===== src/rtl/dsp_addsub_pipe.sv =====
// Lane-pipelined adder/subtractor: one 16-bit lane per stage, carry registered between stages.
// Optional macro DSP_ADDSUB_SAT_EN saturates out_result on signed overflow.
module dsp_addsub_pipe #(
    parameter int WIDTH = 32
) (
    input  logic             clk,
    input  logic             rst_n,
    input  logic             in_valid,
    output logic             in_ready,
    input  logic             in_sub,
    input  logic [WIDTH-1:0] in_a,
    input  logic [WIDTH-1:0] in_b,
    output logic             out_valid,
    input  logic             out_ready,
    output logic [WIDTH-1:0] out_result,
    output logic             out_carry,
    output logic             out_ovf,
    output logic             out_zero
);

    localparam int LANES = WIDTH / 16;
    localparam int MSB   = WIDTH - 1;

    if ((WIDTH % 16) != 0 || WIDTH < 16 || WIDTH > 64) begin : g_bad_width
        $error("dsp_addsub_pipe: WIDTH=%0d must be a multiple of 16 in 16..64", WIDTH);
    end

    logic [LANES-1:0] v_q, c_q;
    logic [WIDTH-1:0] a_q [LANES];
    logic [WIDTH-1:0] b_q [LANES];
    logic [WIDTH-1:0] r_q [LANES];

    logic [LANES-1:0] v_d, c_d;
    logic [WIDTH-1:0] a_d [LANES];
    logic [WIDTH-1:0] b_d [LANES];
    logic [WIDTH-1:0] r_d [LANES];

    logic             adv;
    logic             cur_v, cur_c;
    logic [WIDTH-1:0] cur_a, cur_b, cur_r;
    logic [16:0]      lane_sum;

    assign adv      = !out_valid || out_ready;
    assign in_ready = adv;

    // B is inverted up front for subtraction; the +1 enters as the lane-0 carry-in.
    // Each stage's inputs are the previous stage's registers (or the ports for stage 0).
    always_comb begin
        cur_v    = in_valid;
        cur_c    = in_sub;
        cur_a    = in_a;
        cur_b    = in_sub ? ~in_b : in_b;
        cur_r    = '0;
        lane_sum = '0;
        for (int k = 0; k < LANES; k++) begin
            lane_sum = {1'b0, cur_a[16*k +: 16]} + {1'b0, cur_b[16*k +: 16]} + {16'd0, cur_c};
            v_d[k]   = cur_v;
            c_d[k]   = lane_sum[16];
            a_d[k]   = cur_a;
            b_d[k]   = cur_b;
            r_d[k]   = cur_r;
            r_d[k][16*k +: 16] = lane_sum[15:0];
            cur_v    = v_q[k];
            cur_c    = c_q[k];
            cur_a    = a_q[k];
            cur_b    = b_q[k];
            cur_r    = r_q[k];
        end
    end

    // The whole pipe moves together; a stall freezes every stage, bubbles included.
    always_ff @(posedge clk or negedge rst_n) begin
        if (!rst_n) begin
            v_q <= '0;
            c_q <= '0;
            for (int k = 0; k < LANES; k++) begin
                a_q[k] <= '0;
                b_q[k] <= '0;
                r_q[k] <= '0;
            end
        end else if (adv) begin
            v_q <= v_d;
            c_q <= c_d;
            for (int k = 0; k < LANES; k++) begin
                a_q[k] <= a_d[k];
                b_q[k] <= b_d[k];
                r_q[k] <= r_d[k];
            end
        end
    end

    logic [WIDTH-1:0] last_a, last_b, last_r, final_r;
    logic             raw_ovf;

    assign last_a  = a_q[LANES-1];
    assign last_b  = b_q[LANES-1];
    assign last_r  = r_q[LANES-1];
    assign raw_ovf = (last_a[MSB] == last_b[MSB]) && (last_r[MSB] != last_a[MSB]);

`ifdef DSP_ADDSUB_SAT_EN
    // Overflow direction follows the sign of A: positive clamps to max, negative to min.
    assign final_r = !raw_ovf ? last_r :
                     (last_a[MSB] ? {1'b1, {(WIDTH-1){1'b0}}} : {1'b0, {(WIDTH-1){1'b1}}});
`else
    assign final_r = last_r;
`endif

    // Outputs are qualified by the last-stage valid so idle/bubble cycles read as all zero.
    assign out_valid  = v_q[LANES-1];
    assign out_result = out_valid ? final_r : '0;
    assign out_carry  = out_valid & c_q[LANES-1];
    assign out_ovf    = out_valid & raw_ovf;
    assign out_zero   = out_valid & ~|final_r;

endmodule

===== config.mk =====
export PLATFORM = sky130hd
export DESIGN_NAME = dsp_addsub_pipe
export DESIGN_NICKNAME = d
export VERILOG_FILES = /design/src/rtl/dsp_addsub_pipe.sv
export SDC_FILE = /design/constraint.sdc
export NUM_CORES = 1
export LEC_CHECK = 0
export CORE_AREA = 10 10 125 127
export CTS_CLUSTER_DIAMETER = 100
export CTS_CLUSTER_SIZE = 8
export DETAILED_ROUTE_END_ITERATION = 8
export DIE_AREA = 0 0 135 137
export DONT_BUFFER_PORTS = 1
export GPL_ROUTABILITY_DRIVEN = 0
export PLACE_DENSITY = 0.6
export SYNTH_ARGS = -nofsm -noshare
export SYNTH_HDL_FRONTEND = slang
export SYNTH_SLANG_ARGS = --single-unit
export TNS_END_PERCENT = 1

===== constraint.sdc =====
create_clock -name clk -period 3.55 [get_ports clk]
set_clock_uncertainty 0.15 [all_clocks]
set_input_delay 0.71 -clock clk [delete_from_list [all_inputs] [get_ports clk]]
set_output_delay 0.71 -clock clk [all_outputs]
set_load 0.03 [all_outputs]

Yosys cells after proc, flatten, opt, wreduce, memory -nomap -nowiden
Index checks and enable logic that the tools add are counted. Widths: inputs -> output; s select.

Bits in registers: 180. Output and inout port bits: 37. Input port bits: 69. Logic and storage cells: 25.

Reduce and logical (&&, ||, !) cells: 5. Add/sub/neg operators: 4. Mux-type cells: 2. Eq/ne operators: 2. Bitwise operators: 4.

Operator list (count): $mux 32 (2); $add 16x16->17 (2); $add 17x1->17 (2); $not 32->32 (1); $reduce_or 32->1 (1); $and 1x1->1 (3); $logic_not 1->1 (2); $eq 1x1->1 (1); $logic_and 1x1->1 (1); $logic_or 1x1->1 (1); $ne 1x1->1 (1).

Logic depth before layout (Yosys ltp)
Gate-level depths: netlist (run 1).

Word-level depth: 4. Gate-level depth with buffers: 12. Gate-level depth less buffers: 10.

Worst setup path before layout (run 1)
Ideal clock, no wire load.

Kind: in2reg. Start point: in in_sub. End point: reg r_q (netlist bit r_d[14]). Data arrival time: 3.154 ns. Path slack: 0.151 ns. Cell stages on the path: 12. Buffers on the path: 2. Library setup time: 0.095 ns. Data required time: 3.305 ns. Cell sequence: clkbuf_1 buf_1 xor2_1 inv_1 fa_1 nand2b_1 a21oi_1 o2111ai_1 a21oi_1 o21ai_1 and3b_1 o31ai_1.

Longest elaborated chain between the ends: 3.

Ends and longest elaborated chain: start, declared (line 10) `input logic in_sub,`; $mux 32 (line 52) `cur_b = in_sub ? ~in_b : in_b;`; $add 16x16->17 (line 56) `lane_sum = {1'b0, cur_a[16*k +: 16]} + {1'b0, cur_b[16*k +: 16]} + {16'd0, cur_c};`; $add 17x1->17 * (line 56); end signal, assigned by index (line 87) `r_q[k] <= r_d[k];`; end, declared (line 31) `logic [WIDTH-1:0] r_q [LANES];`.

Mark *: on every way between the ends. The rest lies on a longest branch, timed or not. A chain may end at the register's enable or synchronous reset.

Worst setup path in the final report (run 1)
Start point: reg c_q[0]. End point: reg c_q[1].

Longest elaborated chain between the ends: 1.

Ends and longest elaborated chain: start, declared (line 28) `logic [LANES-1:0] v_q, c_q;`; start signal, assigned (line 75) `c_q <= '0;`; start signal, assigned (line 83) `c_q <= c_d;`; $add 17x1->17 (line 56).

Every way passes these cells.

==> results.sh, run 1 <==
export IMPL_cts_inserted_buffers=9
export IMPL_syn_nets=685
export IMPL_drc=0
export IMPL_synth_simple_area_share=0.219
export IMPL_final_period_utilization=0.854
export IMPL_ir_drop_v=0.000234
export IMPL_critPathMaxFanout=3
export IMPL_status="finished clean"
export IMPL_firstDrtPassIters=4
export IMPL_hold_path_class="input pin to asynchronous set/reset pin"
export IMPL_dp_hpwl_um=9490
export IMPL_fp_dieArea_um2=18500
export IMPL_sw_frac_of_total=0.376
export IMPL_async_reset_ff_frac=1.00
export IMPL_tightest_slew_ps=956
export IMPL_cp_end_kind="register"
export IMPL_critPathRequiredTime_ps=3610
export IMPL_synth_area_per_cell_um2=8.77
export IMPL_wl_per_cell_um=16.9
export IMPL_row_count=42
export IMPL_crit_arrival_ps=3090
export IMPL_drtAntennaViolNets=0
export IMPL_synth_edf_count=0
export IMPL_clock_latency_ps=340
export IMPL_power_leakage_uw=0.00260
export IMPL_max_slew_margin_rel=0.363
export IMPL_synthCells=583
export IMPL_rrSetupSlack_ps=520
export IMPL_endpoint="c_q[1]$_DFFE_PN0P_"
export IMPL_synthMuxAreaShare=0.00196
export IMPL_grt_overflow=0
export IMPL_io_pins=106
export IMPL_routed_wirelength_um=12800
export IMPL_clkPwrFrac=0.279
export IMPL_critPathSlowestCell="fa_1"
export IMPL_synth_xor_xnor_area_share=0.0942
export IMPL_synth_seq_cells=86
export IMPL_vias=3889
export IMPL_cap_violations=0
export IMPL_cts_root_buf="clkbuf_16"
export IMPL_yosysSeqAreaShare=0.421
export IMPL_setup_violations=0
export IMPL_powerDensity_nw_per_um2=692
export IMPL_power_internal_uw=2440
export IMPL_cpPeakStageDelay_ps=500
export IMPL_grt_use_total=0.138
export IMPL_pwr_share_seq=0.376
export IMPL_antenna_cells=0
export IMPL_combPwrFrac=0.346
export IMPL_ys_flop_type="dfrtp_1"
export IMPL_final_nets=677
export IMPL_cts_path_max_buffers=2
export IMPL_grt_max_degree=103
export IMPL_total_power_uw=3920
export IMPL_synth_cell_types=49
export IMPL_io_buffers=0
export IMPL_synth_compound_area_frac=0.153
export IMPL_cts_tree="done"
export IMPL_antenna_found_initial=0
export IMPL_rsz0062_at_grt="no"
export IMPL_ff2ff_path_depth=9
export IMPL_drive_above_1_share=0.0534
export IMPL_grt_pass1_wl_um=20300
export IMPL_h_tree_depth=3
export IMPL_dp_slack_ps=514
export IMPL_worstPathCellList="fa_1 > fa_1 > a21oi_1 > o21ai_1 > a41o_1 > a31oi_1 > nor2_1 > a2111oi_0 > nor2_1"
export IMPL_grt_pass1_vias=3913
export IMPL_fill_cells=1270
export IMPL_ys_warn_count=0
export IMPL_reg2reg_from="c_q[0]$_DFFE_PN0P_"
export IMPL_period_minus_slack_ps=3030
export IMPL_cts_sinks=86
export IMPL_critPathKind="register to register"
export IMPL_r2r_end="c_q[1]$_DFFE_PN0P_"
export IMPL_drtIter0Drc=300
export IMPL_fin_setup_tns_ps=0
export IMPL_synth_fa_ha_area_frac=0.0852
export IMPL_finalHoldViolCount=0
export IMPL_crit_path_start="c_q[0]$_DFFE_PN0P_"
export IMPL_setup_ws_ps=519
export IMPL_core_area_um2=13100
export IMPL_syn_cell_area_um2=5110
export IMPL_die_h_um=137
export IMPL_clkTransAtPathRegs_ps=60
export IMPL_synth_top_family_by_area="simple AND/OR/NAND/NOR gates"
export IMPL_area_growth_pct=10.8
export IMPL_initial_core_util=0.391
export IMPL_cp_start_kind="register"
export IMPL_vias_per_cell=5.14
export IMPL_p_sw_uw=1470
export IMPL_cts_resized=0
export IMPL_die_w_um=135
export IMPL_fmax_ghz=0.330
export IMPL_slew_violations=0
## worst min path at each step
stage / end / cells after the start / slack, ps / start
floorplan: a_d[16]$_DFFE_PN0P_ / 0 / 260 / rst_n
global placement: a_d[29]$_DFFE_PN0P_ / 0 / 270 / rst_n
detailed placement: b_d[29]$_DFFE_PN0P_ / 0 / 270 / rst_n
CTS: cur_r[14]$_DFFE_PN0P_ / 1 / 150 / rst_n
global route: cur_a[31]$_DFFE_PN0P_ / 1 / 150 / rst_n
finish: b_d[30]$_DFFE_PN0P_ / 1 / 130 / rst_n
## repair_timing
action                    in CTS  in global routing
buffers inserted               0                  0
hold endpoints to repair      86                  0
hold buffers                   1                  0
## critical path, delay by kind of cell, from the launching register on
family,cells,cell delay (ps)
and+or+nand+nor,2,150
DFF,1,420
AOI/OAI and AO/OA,5,1220
adders and majority gates,2,940
## synthesized netlist by cell type (2+ instances only)
cell	n	area share
a211oi_1	2	0.0029
inv_1	9	0.0066
nand2b_1	4	0.0049
nor2b_1	2	0.0024
a41oi_2	2	0.0064
ha_1	30	0.073
a21o_1	14	0.021
o21ai_0	32	0.031
nand4_1	5	0.0061
nor4_1	7	0.0086
nand3_1	4	0.0039
and2_1	34	0.042
nor2_1	29	0.021
o31ai_1	3	0.0044
a31oi_1	4	0.0049
buf_1	2	0.0015
dfrtp_1	86	0.42
or3_1	2	0.0024
o21bai_1	2	0.0029
o21ai_1	9	0.0088
xnor2_1	27	0.046
fa_1	3	0.012
nand3b_1	2	0.0029
o211ai_1	2	0.0029
xor2_1	28	0.048
nor3_1	4	0.0039
a21boi_0	3	0.0044
clkbuf_1	24	0.018
a21oi_1	36	0.035
nand2_1	151	0.11
o21a_1	3	0.0044
## per-stage QoR
stage	utilization	hold WS, ps	std cells	instance area (µm²)
2_1_floorplan	-	264	583	5110
3_3_place_gp	0.404	269	739	5290
3_5_place_dp	0.404	269	739	5290
4_1_cts	0.433	148	756	5660
5_1_grt	0.433	146	756	5660
6_report	0.433	134	756	5660
## sequential cells by signal (all words and copies together) (netlist names)
register and cells:
cur_a 1, a_d 16, v_q 2, cur_r 32, r_d 16, cur_b 1, b_d 16, c_q 2
## layer usage
| layer | part of all wire | track usage |
|---|---|---|
| met5 | 0 | 0 |
| met4 | 0.024 | 0.0580 |
| met3 | 0.068 | 0.0491 |
| met2 | 0.50 | 0.230 |
| met1 | 0.41 | 0.158 |
## cell type report
| class | instances | area, µm² | share of cell area |
|---|---|---|---|
| inverter | 10 | 37.5 | 0.00663 |
| sequential | 86 | 2150 | 0.380 |
| multi-input combinational | 461 | 2830 | 0.500 |
| clock buffer | 11 | 243 | 0.0429 |
| timing repair buffer | 7 | 72.6 | 0.0128 |
| tap | 176 | 220 | 0.0389 |
| clock inverter | 5 | 106 | 0.0188 |
## kinds of logic (layout without fill, tap and decap cells)
| family | after synthesis | count (layout) |
|---|---|---|
| simple gates | 250 | 250 |
| flops | 86 | 86 |
| buf+inv | 36 | 33 |
| mux | 1 | 1 |
| xor+xnor | 55 | 55 |
| fa+ha+maj | 33 | 33 |
| compound gates | 122 | 122 |
## power groups by stage
stage	clock, µW	combinational (µW)	sequential (µW)
2_1_floorplan	0	1120	1410
3_3_place_gp	0	1320	1480
6_report	1090	1350	1470
4_1_cts	1120	1370	1470
5_1_grt	1150	1510	1510
3_5_place_dp	0	1330	1490
## layout by cell type, fill, tap and decap left out, types with 3 or more instances in the layout
| master | instances |
|---|---|
| dfrtp_1 | 86 |
| nor2_1 | 29 |
| bufinv_16 | 3 |
| o21a_1 | 3 |
| xor2_1 | 28 |
| nand2b_1 | 4 |
| o21ai_1 | 9 |
| ha_1 | 30 |
| nor3_1 | 4 |
| and2_1 | 34 |
| buf_4 | 6 |
| a21boi_0 | 3 |
| nand3_1 | 4 |
| o31ai_1 | 3 |
| nand4_1 | 5 |
| fa_1 | 3 |
| a31oi_1 | 4 |
| clkbuf_16 | 9 |
| inv_1 | 9 |
| a21oi_1 | 36 |
| a21o_1 | 14 |
| nand2_1 | 151 |
| nor4_1 | 7 |
| xnor2_1 | 27 |
| o21ai_0 | 32 |
(Power assumes the default switching activity.)
==> inputs of run 2 (changes only) <==
- PLACE_DENSITY: 0.6 -> 0.61
- clock period: 3.55 -> 3.6 ns (I/O delays scaled with it)
==> run 2 against run 1 <==
Effect of this change: total power shrank 3.5%; worst hold slack lost 15 ps; combinational power is essentially flat; clock power shrank 9%; cell area shrank 0.46%; register-to-register slack gained 90 ps; clock-buffer cell count shrank 1; core utilization shrank 0.20 points; maximum frequency grew 1.2%; first-iteration DRC count grew 22%; critical path type unchanged; highest routed layer unchanged.
==> results.sh, run 2 (synthesis results as in run 1) <==
export IMPL_rsz0062_at_grt="no"
export IMPL_final_nets=677
export IMPL_cp_end_kind="register"
export IMPL_post_cts_buffers=0
export IMPL_worstPathCellList="fa_1 > fa_1 > a21oi_1 > o21ai_1 > a41o_1 > a31oi_1 > nor2_1 > a2111oi_0 > nor2_1"
export IMPL_firstDrtPassIters=4
export IMPL_vias_per_cell=5.13
export IMPL_wl_per_cell_um=16.6
export IMPL_r2r_end="c_q[1]$_DFFE_PN0P_"
export IMPL_drive_above_1_share=0.0534
export IMPL_cts_path_max_buffers=2
export IMPL_cts_tree="done"
export IMPL_combPwrFrac=0.353
export IMPL_drtIter0Drc=367
export IMPL_ir_drop_v=0.000255
export IMPL_period_minus_slack_ps=3000
export IMPL_final_period_utilization=0.832
export IMPL_critPathRequiredTime_ps=3660
export IMPL_fin_setup_tns_ps=0
export IMPL_area_growth_pct=10.3
export IMPL_status="finished clean"
export IMPL_routed_wirelength_um=12600
export IMPL_rrSetupSlack_ps=600
export IMPL_sw_frac_of_total=0.385
export IMPL_drtAntennaViolNets=0
export IMPL_hold_path_class="input pin to asynchronous set/reset pin"
export IMPL_grt_max_degree=103
export IMPL_row_count=42
export IMPL_grt_use_total=0.135
export IMPL_reg2reg_from="c_q[0]$_DFFE_PN0P_"
export IMPL_cts_inserted_buffers=9
export IMPL_setup_ws_ps=604
export IMPL_cp_start_kind="register"
export IMPL_crit_arrival_ps=3060
export IMPL_setup_violations=0
export IMPL_fp_dieArea_um2=18500
export IMPL_power_internal_uw=2320
export IMPL_die_w_um=135
export IMPL_antenna_found_initial=0
export IMPL_clock_latency_ps=340
export IMPL_fmax_ghz=0.334
export IMPL_slew_violations=0
export IMPL_io_buffers=0
export IMPL_critPathMaxFanout=3
export IMPL_vias=3877
export IMPL_cts_hold_buf=1
export IMPL_layout_common_cells="151 x nand2_1, 86 x dfrtp_1, 36 x a21oi_1"
export IMPL_cts_root_buf="clkbuf_16"
export IMPL_final_common_cell="nand2_1"
export IMPL_antenna_cells=0
export IMPL_grt_pass1_wl_um=19900
export IMPL_cpPeakStageDelay_ps=490
export IMPL_use_met2=0.226
export IMPL_dp_hpwl_um=9350
export IMPL_ff2ff_path_depth=9
export IMPL_pwr_share_seq=0.384
export IMPL_powerDensity_nw_per_um2=670
export IMPL_critPathKind="register to register"
export IMPL_grt_pass1_vias=3904
export IMPL_cts_resized=0
export IMPL_io_pins=106
export IMPL_cts_sinks=86
export IMPL_use_met1=0.154
export IMPL_largest_register_ffs=32
export IMPL_p_sw_uw=1450
export IMPL_core_area_um2=13100
export IMPL_placed_cells=739
export IMPL_die_h_um=137
export IMPL_max_slew_margin_rel=0.379
export IMPL_cap_violations=0
export IMPL_tightest_slew_ps=932
export IMPL_h_tree_depth=3
export IMPL_use_met3=0.0407
export IMPL_power_leakage_uw=0.00259
export IMPL_critPathSlowestCell="fa_1"
export IMPL_grt_overflow=0
export IMPL_clkPwrFrac=0.264
export IMPL_grt_busiest_layer="met2"
export IMPL_clkTransAtPathRegs_ps=60
export IMPL_dp_slack_ps=612
export IMPL_utilization=0.431
export IMPL_initial_core_util=0.391
export IMPL_finalHoldViolCount=0
export IMPL_stdcell_count=756
export IMPL_drc=0
[run 2: changes by cell type in the layout (fill, tap and decap cells not counted), sizes merged]
cell | before | now
bufinv | 3 | 2
clkbuf | 11 | 10
clkinv | 1 | 2
inv | 10 | 11
[run 2: through the flow]
step	area [µm²]	hold WS [ps]	power (µW)
6_report	5640	120	3780
5_1_grt	5640	170	4020
4_1_cts	5640	154	3820
3_5_place_dp	5290	278	2790
3_3_place_gp	5290	279	2750
2_1_floorplan	5110	274	2500
[run 2: layout make-up]
class / count / area [µm²]
fill: 1298 / 7450
clock buffer: 10 / 229
clock inverter: 6 / 93.8
multi-input combinational: 461 / 2830
timing repair buffer: 7 / 72.6
tap: 176 / 220
sequential: 86 / 2150
inverter: 10 / 37.5
[run 2: power by group through the flow]
| stage | clock (µW) | combinational, µW | sequential (µW) |
|---|---|---|---|
| floorplan | 0 | 1110 | 1390 |
| global placement | 0 | 1290 | 1460 |
| detailed placement | 0 | 1320 | 1470 |
| CTS | 1020 | 1350 | 1450 |
| global route | 1060 | 1480 | 1490 |
| finish | 996 | 1330 | 1450 |
[run 2: worst max path at each step]
| stage | cells after the start | slack [ps] | to | start |
|---|---|---|---|---|
| detailed placement | 10 | 610 | r_d[12]$_DFFE_PN0P_ | in_sub |
| finish | 9 | 600 | c_q[1]$_DFFE_PN0P_ | c_q[0]$_DFFE_PN0P_ |
| floorplan | 12 | 190 | r_d[14]$_DFFE_PN0P_ | in_sub |
| CTS | 9 | 620 | c_q[1]$_DFFE_PN0P_ | c_q[0]$_DFFE_PN0P_ |
| global route | 9 | 410 | c_q[1]$_DFFE_PN0P_ | c_q[0]$_DFFE_PN0P_ |
| global placement | 10 | 640 | r_d[12]$_DFFE_PN0P_ | in_sub |
[run 2: metal layers]
layer  wire length, µm  vias up
li1                  -     1962
met3               725       22
met5                 0        -
met2              6190       64
met4               325        0
met1              5320     1829
[run 2: critical path, delay by kind of cell, from the launching register on]
kind,cells,cell delay [ps]
flops,1,430
fa+ha+maj,2,930
compound gates,5,1210
simple gates,2,150
==> inputs of run 3 (changes only) <==
- PLACE_DENSITY: 0.61 -> 0.63
- clock period: 3.6 -> 2.7 ns (I/O delays scaled with it)
==> run 3 against run 2 <==
Effect of this change: the run now ends with negative hold slack left; sequential cell count did not move; routed wire length rose by 1.2%; sequential share of layout area fell by 1.3 points; total power rose by 35%; clock power rose by 27%; register-to-register slack got worse by 500 ps; first-iteration DRC count fell by 14%; final cell count rose by 2.4%; combinational power rose by 43%; sequential power rose by 32%; non-clock buffer count rose by 18; die area did not move; highest routed layer unchanged.
==> results.sh, run 3 (synthesis results as in run 1) <==
export IMPL_status="complete, but fails checks"
export IMPL_violations="negative hold slack"
export IMPL_grt_max_degree=87
export IMPL_die_w_um=135
export IMPL_cts_path_max_buffers=2
export IMPL_clkTransAtPathRegs_ps=60
export IMPL_largest_register_ffs=32
export IMPL_antenna_found_initial=0
export IMPL_final_period_utilization=0.962
export IMPL_fp_dieArea_um2=18500
export IMPL_powerDensity_nw_per_um2=872
export IMPL_rrSetupSlack_ps=100
export IMPL_h_tree_depth=3
export IMPL_hold_path_class="input pin to asynchronous set/reset pin"
export IMPL_grt_pass1_wl_um=20600
export IMPL_drtIter0Drc=317
export IMPL_layout_common_cells="151 x nand2_1, 86 x dfrtp_1, 34 x and2_1"
export IMPL_core_area_um2=13100
export IMPL_io_pins=106
export IMPL_area_growth_pct=14.2
export IMPL_slew_violations=0
export IMPL_row_count=42
export IMPL_ff2ff_path_depth=9
export IMPL_io_buffers=0
export IMPL_finalHoldViolCount=86
export IMPL_critPathMaxFanout=2
export IMPL_final_nets=695
export IMPL_r2r_end="cur_r[31]$_DFFE_PN0P_"
export IMPL_vias=4006
export IMPL_cts_sinks=86
export IMPL_drtAntennaViolNets=0
export IMPL_cts_tree="done"
export IMPL_drive_above_1_share=0.112
export IMPL_antenna_cells=0
export IMPL_cts_inserted_buffers=9
export IMPL_critPathRequiredTime_ps=2760
export IMPL_firstDrtPassIters=7
export IMPL_vias_per_cell=5.18
export IMPL_final_common_cell="nand2_1"
export IMPL_power_leakage_uw=0.00268
export IMPL_ir_drop_v=0.000339
export IMPL_period_minus_slack_ps=2600
export IMPL_rsz0062_at_grt="yes"
export IMPL_cp_end_kind="register"
export IMPL_hold_worst_slack_ps=-254
export IMPL_drc=0
export IMPL_cp_start_kind="register"
export IMPL_critPathKind="register to register"
export IMPL_initial_core_util=0.391
export IMPL_cts_root_buf="clkbuf_16"
export IMPL_cap_violations=0
export IMPL_total_power_uw=5090
export IMPL_setup_violations=0
export IMPL_max_slew_margin_rel=0.668
export IMPL_routed_wirelength_um=12700
export IMPL_fmax_ghz=0.385
export IMPL_crit_arrival_ps=2660
export IMPL_dp_hpwl_um=9630
export IMPL_die_h_um=137
export IMPL_grt_use_total=0.138
export IMPL_tightest_slew_ps=493
export IMPL_wl_per_cell_um=16.4
export IMPL_clock_latency_ps=340
export IMPL_grt_overflow=0
export IMPL_reg2reg_from="b_d[16]$_DFFE_PN0P_"
export IMPL_grt_pass1_vias=4114
==> run 3: changes by cell type in the layout (fill, tap and decap cells not counted), sizes merged <==
cell	delta
clkinvlp	+2
clkbuf	+1
clkinv	-1
buf	+18
bufinv	-1
inv	-1
==> run 3: cell type report <==
| cell class | instances | area [µm²] |
|---|---|---|
| multi-input cells | 461 | 2920 |
| clock buffers | 11 | 253 |
| repair buffers | 25 | 200 |
| clock inverters | 5 | 57.6 |
| flip-flops and latches | 86 | 2150 |
| inverters | 10 | 37.5 |
| well taps | 176 | 220 |
| fillers | 1274 | 7250 |
==> run 3: worst max-delay path: stages (launching register included) <==
cell      delay [ps]
dfrtp_1          410
fa_2             420
buf_4            150
a211oi_2         250
o31a_1           200
o21bai_2          80
or3_1            350
a31oi_1          210
xor2_1           170
o21ai_1           70
==> run 3: power breakdown <==
part	total (µW)	leakage [µW]	internal, µW	switching, µW
combinational	1900	0.00151	724	1180
clock	1260	0.000144	765	500
sequential	1920	0.00102	1650	273
total	5090	0.00268	3140	1950
==> run 3: metrics by stage <==
step	setup slack [ps]	setup TNS (ps)	area, µm²	instances	utilization
after CTS	46.0	0	5790	772	0.442
after global routing	-67.5	-166	5840	774	0.446
final	102	0	5840	774	0.446
after floorplan	-33.9	-69.5	5170	583	-
after detailed placement	-108	-312	5460	756	0.417
after global placement	-68.9	-110	5460	756	0.417
==> run 3: worst max-delay path by stage <==
stage / startpoint / endpoint
detailed placement: c_q[0]$_DFFE_PN0P_ / c_q[1]$_DFFE_PN0P_
finish: b_d[16]$_DFFE_PN0P_ / cur_r[31]$_DFFE_PN0P_
global placement: c_q[0]$_DFFE_PN0P_ / c_q[1]$_DFFE_PN0P_
CTS: c_q[0]$_DFFE_PN0P_ / c_q[1]$_DFFE_PN0P_
floorplan: in_sub / r_d[15]$_DFFE_PN0P_
global route: b_d[16]$_DFFE_PN0P_ / c_q[1]$_DFFE_PN0P_
==> run 3: timing repair <==
| item | 4_1_cts | 5_1_grt |
|---|---|---|
| pin swaps | 1 | 7 |
| setup endpoints to repair | 3 | 6 |
| gates resized for setup | 6 | 6 |
| endpoints found under the hold margin | 86 | 86 |
| buffers inserted | 0 | 2 |
==> run 3: layer usage <==
layer	global-route usage	vias to the layer above	part of all wire
met4	0.0574	0	0.025
met1	0.158	1924	0.41
met5	0	-	0
met2	0.238	81	0.51
li1	-	1980	-
met3	0.0374	21	0.054
